File: src/rtl/console_io_controller.sv
// console_io_controller: CONSOLE_IN valid/ack receiver with RX/TX byte FIFOs for CPU MMIO.
// Define CONSOLE_ECHO_EN to echo captured bytes into TX (CPU writes take priority).
module console_io_controller #(
    parameter int DEPTH = 4
) (
    input  logic       CLK,
    input  logic       RESET,
    input  logic [7:0] CONSOLE_IN,
    input  logic       CONSOLE_IN_valid,
    output logic       CONSOLE_IN_ack,
    output logic [7:0] CONSOLE_OUT,
    output logic       CONSOLE_OUT_valid,
    input  logic       CONSOLE_OUT_ready,
    input  logic       CPU_RD_RX,
    output logic [7:0] RX_DATA,
    output logic       RX_AVAIL,
    input  logic       CPU_WR_TX,
    input  logic [7:0] CPU_TX_DATA,
    output logic       TX_FULL,
    output logic       TX_OVF
);
    localparam int AW = $clog2(DEPTH);
    localparam logic [AW:0] FULL = (AW+1)'(DEPTH);
    typedef enum logic [1:0] {IDLE, ACK, WAIT_LOW} state_t;
    state_t        state_q, state_d;
    logic [7:0]    rx_mem_q [DEPTH];
    logic [7:0]    rx_mem_d [DEPTH];
    logic [7:0]    tx_mem_q [DEPTH];
    logic [7:0]    tx_mem_d [DEPTH];
    logic [AW-1:0] rx_wr_q, rx_wr_d, rx_rd_q, rx_rd_d, tx_wr_q, tx_wr_d, tx_rd_q, tx_rd_d;
    logic [AW:0]   rx_cnt_q, rx_cnt_d, tx_cnt_q, tx_cnt_d;
    logic          tx_ovf_q, tx_ovf_d;
    logic          rx_full, tx_full, capture, echo, rx_push, rx_pop, tx_push, tx_pop;
    logic [7:0]    tx_din;

    always_comb begin
        rx_full = rx_cnt_q == FULL;
        tx_full = tx_cnt_q == FULL;
`ifdef CONSOLE_ECHO_EN
        capture = state_q == IDLE && CONSOLE_IN_valid && !rx_full && !tx_full && !CPU_WR_TX;
        echo    = capture;
`else
        capture = state_q == IDLE && CONSOLE_IN_valid && !rx_full;
        echo    = 1'b0;
`endif
        rx_push  = capture;
        rx_pop   = CPU_RD_RX && rx_cnt_q != '0;
        tx_push  = (CPU_WR_TX && !tx_full) || echo;
        tx_pop   = tx_cnt_q != '0 && CONSOLE_OUT_ready;
        tx_din   = echo ? CONSOLE_IN : CPU_TX_DATA;
        state_d  = capture ? ACK :
                   state_q == ACK ? WAIT_LOW :
                   (state_q == WAIT_LOW && !CONSOLE_IN_valid) ? IDLE : state_q;
        rx_mem_d = rx_mem_q;
        tx_mem_d = tx_mem_q;
        if (rx_push) rx_mem_d[rx_wr_q] = CONSOLE_IN;
        if (tx_push) tx_mem_d[tx_wr_q] = tx_din;
        rx_wr_d  = rx_wr_q + AW'(rx_push);
        rx_rd_d  = rx_rd_q + AW'(rx_pop);
        tx_wr_d  = tx_wr_q + AW'(tx_push);
        tx_rd_d  = tx_rd_q + AW'(tx_pop);
        rx_cnt_d = rx_cnt_q + (AW+1)'(rx_push) - (AW+1)'(rx_pop);
        tx_cnt_d = tx_cnt_q + (AW+1)'(tx_push) - (AW+1)'(tx_pop);
        // echo pushes never reach here with CPU_WR_TX high, so overflow is CPU-only
        tx_ovf_d = tx_ovf_q || (CPU_WR_TX && tx_full);
    end

    always_ff @(posedge CLK) begin
        if (RESET) begin
            state_q  <= IDLE;
            rx_wr_q  <= '0;
            rx_rd_q  <= '0;
            tx_wr_q  <= '0;
            tx_rd_q  <= '0;
            rx_cnt_q <= '0;
            tx_cnt_q <= '0;
            tx_ovf_q <= 1'b0;
        end else begin
            state_q  <= state_d;
            rx_wr_q  <= rx_wr_d;
            rx_rd_q  <= rx_rd_d;
            tx_wr_q  <= tx_wr_d;
            tx_rd_q  <= tx_rd_d;
            rx_cnt_q <= rx_cnt_d;
            tx_cnt_q <= tx_cnt_d;
            tx_ovf_q <= tx_ovf_d;
        end
    end

    always_ff @(posedge CLK) begin
        rx_mem_q <= rx_mem_d;
        tx_mem_q <= tx_mem_d;
    end

    assign CONSOLE_IN_ack    = state_q == ACK;
    assign RX_AVAIL          = rx_cnt_q != '0;
    assign RX_DATA           = RX_AVAIL ? rx_mem_q[rx_rd_q] : 8'h00;
    assign CONSOLE_OUT_valid = tx_cnt_q != '0;
    assign CONSOLE_OUT       = CONSOLE_OUT_valid ? tx_mem_q[tx_rd_q] : 8'h00;
    assign TX_FULL           = tx_full;
    assign TX_OVF            = tx_ovf_q;
endmodule
File: config.mk
export PLATFORM = sky130hd
export DESIGN_NAME = console_io_controller
export DESIGN_NICKNAME = d
export VERILOG_FILES = /design/src/rtl/console_io_controller.sv
export SDC_FILE = /design/constraint.sdc
export NUM_CORES = 1
export LEC_CHECK = 0
export BUFFER_PORTS_ARGS = -buffer_cell sky130_fd_sc_hd__buf_2
export CORE_MARGIN = 8
export CORE_UTILIZATION = 56
export DETAILED_ROUTE_END_ITERATION = 16
export HOLD_SLACK_MARGIN = 0.05
export PLACE_DENSITY = 0.76
export SETUP_SLACK_MARGIN = 0.4
export SLEW_MARGIN = 20
export SYNTH_ARGS = -nofsm -noshare
export SYNTH_HDL_FRONTEND = slang
export SYNTH_SLANG_ARGS = --single-unit
File: constraint.sdc
create_clock -name CLK -period 2.8 [get_ports CLK]
set_clock_uncertainty 0.1 [all_clocks]
set_input_delay 0.14 -clock CLK [delete_from_list [all_inputs] [get_ports CLK]]
set_output_delay 0.14 -clock CLK [all_outputs]
set_load 0.1 [all_outputs]
# == Word-level counts from Yosys, hierarchy flattened ==
# Index checks and enable logic that the tools add are counted.
# word_totals
input_bits,22
regBits,81
out_inout_bits,21
# classes
reduce_logical,19
n_eq_ne,4
n_bitwise,4
muxes,17
n_addsub,8
order_cmp,6
# ops
cell,n
$bwmux W32,2
$mux W8,8
$bmux W8 S2,2
$demux W8 S2,2
$ge A3 B3 Y1 const B,4
$not A2 Y3,4
$logic_and A1 B1 Y1,9
$reduce_bool A3 Y1,3
$add A2 B1 Y2,4
$add A3 B1 Y3,2
$eq A3 B3 Y1 const B,2
$lt A3 B1 Y1 const B,2
$sub A3 B1 Y3,2
$mux W2,2
$logic_not A1 Y1,3
$eq A2 B1 Y1 const B,1
$eq A2 B2 Y1 const B,1
$logic_not A2 Y1,1
$reduce_bool A2 Y1,1
$reduce_or A2 Y1,1
$logic_or A1 B1 Y1,1
$mux W1,1

# == Longest topological paths before layout ==
# logic_depth
ltp_word,6
ltp_mapped,10
depth_no_buf,10

# == Least setup slack after synthesis ==
# OpenSTA, ideal clock, no wires.
# synth_timing
kind,reg2reg
from,reg tx_cnt_q[1]
to,reg tx_cnt_q[2]
slack_ps,-548
required_ps,2622
arrival_ps,3171
setup_time_ps,78
stages_incl_launch_ff,11
path_buffers,0
path_cell_list,dfxtp_1 -> nor3b_2 -> nand2b_2 -> inv_2 -> xnor2_1 -> ha_1 -> inv_1 -> fa_1 -> xor2_1 -> and2_1 -> nor3_1
# synth_via
elab_chain_len,5
elab_cells_between_ends,7
cone_classes,2 x add/sub; 1 x eq/ne; 4 x reduce/logical
# synth_rtl
element,line_no,text
start: declaration,31,"logic [AW:0] rx_cnt_q, rx_cnt_d, tx_cnt_q, tx_cnt_d;"
start signal: assignment,85,tx_cnt_q <= tx_cnt_d;
$eq A3 B3 Y1,38,tx_full = tx_cnt_q == FULL;
named net TX_FULL,19,"output logic TX_FULL,"
$logic_not A1 Y1,48,tx_push = (CPU_WR_TX && !tx_full) || echo;
$logic_and A1 B1 Y1,48,
$add A3 B1 Y3,63,tx_cnt_d = tx_cnt_q + (AW+1)'(tx_push) - (AW+1)'(tx_pop);
$sub A3 B1 Y3,63,
# The timed path passes the listed nets, and every way through them passes these cells.
# A chain may end at the register's enable or synchronous reset.

# == Final worst setup path ==
# layout_timing
from,reg rx_cnt_q[2]
to,reg rx_cnt_q[2]
# layout_via
elab_chain_len,5
elab_cells_between_ends,7
cone_classes,2 x add/sub; 1 x eq/ne; 4 x reduce/logical
# layout_rtl
element,line_no,text
start: declaration,31,
start signal: assignment,84,rx_cnt_q <= rx_cnt_d;
$eq A3 B3 Y1,37,rx_full = rx_cnt_q == FULL;
$logic_not A1 Y1,43,capture = state_q == IDLE && CONSOLE_IN_valid && !rx_full;
$logic_and A1 B1 Y1,43,
named net capture,33,"logic rx_full, tx_full, capture, echo, rx_push, rx_pop, tx_push, tx_pop;"
$add A3 B1 Y3,62,rx_cnt_d = rx_cnt_q + (AW+1)'(rx_push) - (AW+1)'(rx_pop);
$sub A3 B1 Y3,62,
# The timed path passes the listed nets, and every way through them passes these cells.

==> flow_summary.yaml <==
grt:
  grt_pass1_wl_mm: 9.66
  track_usage_pct: 15.0
  antenna_found_initial: 0
  grt_max_degree: 18
  grt_pass1_vias: 1922
  grt_overflow: 0
yosys:
  syn_nets: 215
  ys_ff_latch: 81
  synth_cell_types: 29
  mappedNetlistArea_mm2: 0.00325
  synth_ff_type: "edfxtp_1"
  synthArstFlopShare_pct: 0
  avgSynthCellArea_um2: 17.4
  yosysSeqAreaShare_pct: 69.6
  yosys_warnings: 0
  syn_inst: 187
  synth_edf_count: 64
clocking:
  clk_transition_reported_paths_ns: 0.08
  cts_buffers: 9
  root_buffer: "clkbuf_8"
  cts_setup_buffers: 0
  clk_latency_ns: 0.34
  cts_tree: "yes"
  clkSinkCount: 81
  cts_max_level: 3
  cts_buffer_depth: 2
cells_and_area:
  fin_nets: 286
  area_growth_pct: 23.5
  final_cell_mix: "64 x edfxtp_1, 42 x buf_2, 18 x dlygate4sd3_1"
  fin_cells: 335
  drive_above_1_share_pct: 36.9
  final_common_cell: "edfxtp_1"
  diodes: 0
worst_setup_path:
  cp-start-kind: "flop"
  crit_start: "rx_cnt_q[2]"
  slowest_stage: "dfxtp_1"
  cpLargestDelayFamily: "adder cells"
  r2r_end: "rx_cnt_q[2]"
  cp_num_buf_inv: 2
  critical-path-max-stage-delay_ns: 0.43
  crit_fanout: 6
  cp_data_arrival_time_ns: 2.34
  worstSetupEndpointType: "flop"
  crit-reg2reg-launch: "rx_cnt_q[2]"
  cpMostUsedCell: "xnor2_1"
  crit_chain: "inv_2 > o311ai_4 > inv_2 > xnor2_1 > ha_1 > fa_1 > xnor2_1 > xnor2_1 > nor2_1"
  r2r_slack_ns: 0.59
  worstPathRequired_ns: 2.93
  critical_path_class: "flop to flop"
  rr_worst_depth: 9
placement:
  port-buffer-count: 42
  finalWeightedCongestion: 0.745
  post-place-ws_ns: 0.591
  dp.cells: 301
  dp_hpwl_mm: 3.77
detailed_routing:
  avgViaCountPerCell: 5.33
  wl_per_cell_um: 17.2
  vias: 1786
  drtIter0Drc: 109
  dr.pass1.iters: 4
  drc: 0
  wl_mm: 5.77
  ant_nets: 0
sta:
  finalWorstSetupSlack_ns: 0.587
  tightest_slew_ns: 0.501
  finalCritPeriodShare_pct: 79.1
  max_freq_mhz: 452
  relSlewSlack_pct: 66.8
  finalHoldViolations: 0
  rsz0062_at_grt: "false"
  min_period_ns: 2.21
  finalSetupViolations: 0
  maxSlewViolCount: 0
job:
  maxCapViolations: 0
hold_path:
  hp-start: "RESET"
  min_to: "tx_rd_q[0]"
  hold_class: "primary input to flop"
  hold_depth: 2
die:
  rows: 27
  die_x_um: 92.2
  core_area_mm2: 0.00557
  dieArea_mm2: 0.00850
  die_y_um: 92.2
  start_util_pct: 58.3
  ios: 43
status:
  status: "complete, no violations"
## state kept, by name (all words and copies together), names as in the netlist
name      flops
tx_wr_q       2
state_q       2
tx_mem_q     32
rx_rd_q       2
rx_cnt_q      3
rx_mem_q     32
TX_OVF        1
rx_wr_q       2
tx_cnt_q      3
tx_rd_q       2
## worst max path at each step
stage                        to  slack [ns]  cells past startpoint
global route        rx_cnt_q[2]        0.43                      9
CTS                 rx_cnt_q[2]        0.57                      9
floorplan           tx_cnt_q[2]       -0.02                     10
global placement    rx_cnt_q[2]        0.64                      9
finish              rx_cnt_q[2]        0.59                      9
detailed placement  rx_cnt_q[2]        0.59                      9
## Yosys cell counts (3+ instances only)
library cell | n | area [um^2]
ha_1 | 4 | 50.1
a21oi_1 | 4 | 20.0
nor2b_1 | 14 | 87.6
xnor2_1 | 6 | 52.6
xor2_1 | 4 | 35.0
mux4_2 | 16 | 360
buf_2 | 3 | 15.0
dfxtp_1 | 17 | 340
nor3b_1 | 4 | 30.0
nor3_1 | 4 | 20.0
nor2_1 | 12 | 45.0
edfxtp_1 | 64 | 1920
and2_1 | 9 | 56.3
inv_2 | 4 | 15.0
## cell families after synthesis
| family | Yosys count | synth area share (%) |
|---|---|---|
| muxes | 16 | 11.1 |
| DFF | 81 | 69.6 |
| AOI/OAI and AO/OA | 9 | 2.62 |
| xor gates and xnor gates | 10 | 2.69 |
| and+or+nand+nor | 52 | 9.16 |
| adders and majority gates | 6 | 2.77 |
| buffers and inverters | 13 | 2.12 |
## stage by stage
stage               cell area [um^2]  hold slack [ns]  util, %  TNS, ns
floorplan                       3280            0.104        -  -0.0185
global placement                3590            0.257     64.4        0
detailed placement              3590            0.258     64.4        0
CTS                             4020           0.0535     72.0        0
global route                    4020           0.0655     72.0        0
finish                          4020           0.0649     72.0        0
## routing by layer
layer / GRT usage (%) / up-vias / share of wire [%]
li1: - / 849 / -
met5: 0 / - / 0
met3: 3.83 / 13 / 4.2
met4: 9.40 / 0 / 2.2
met1: 18.5 / 876 / 44
met2: 23.0 / 48 / 49
## layout make-up
cell class	count	area [um^2]
flip-flops and latches	81	2270
fillers	361	1560
multi-input cells	93	945
repair buffers	67	443
clock buffers	10	128
clock inverters	6	116
well taps	72	90.1
inverters	6	25.0
## timing repair
| item | CTS | global route |
|---|---|---|
| hold buffers | 18 | 0 |
| gates resized for setup | 2 | 0 |
| hold endpoints to repair | 67 | 0 |
| setup endpoints to repair | 4 | 0 |
Power is not shown: default switching activity piles up to over one toggle a cycle in this logic, so the estimate is an artifact.
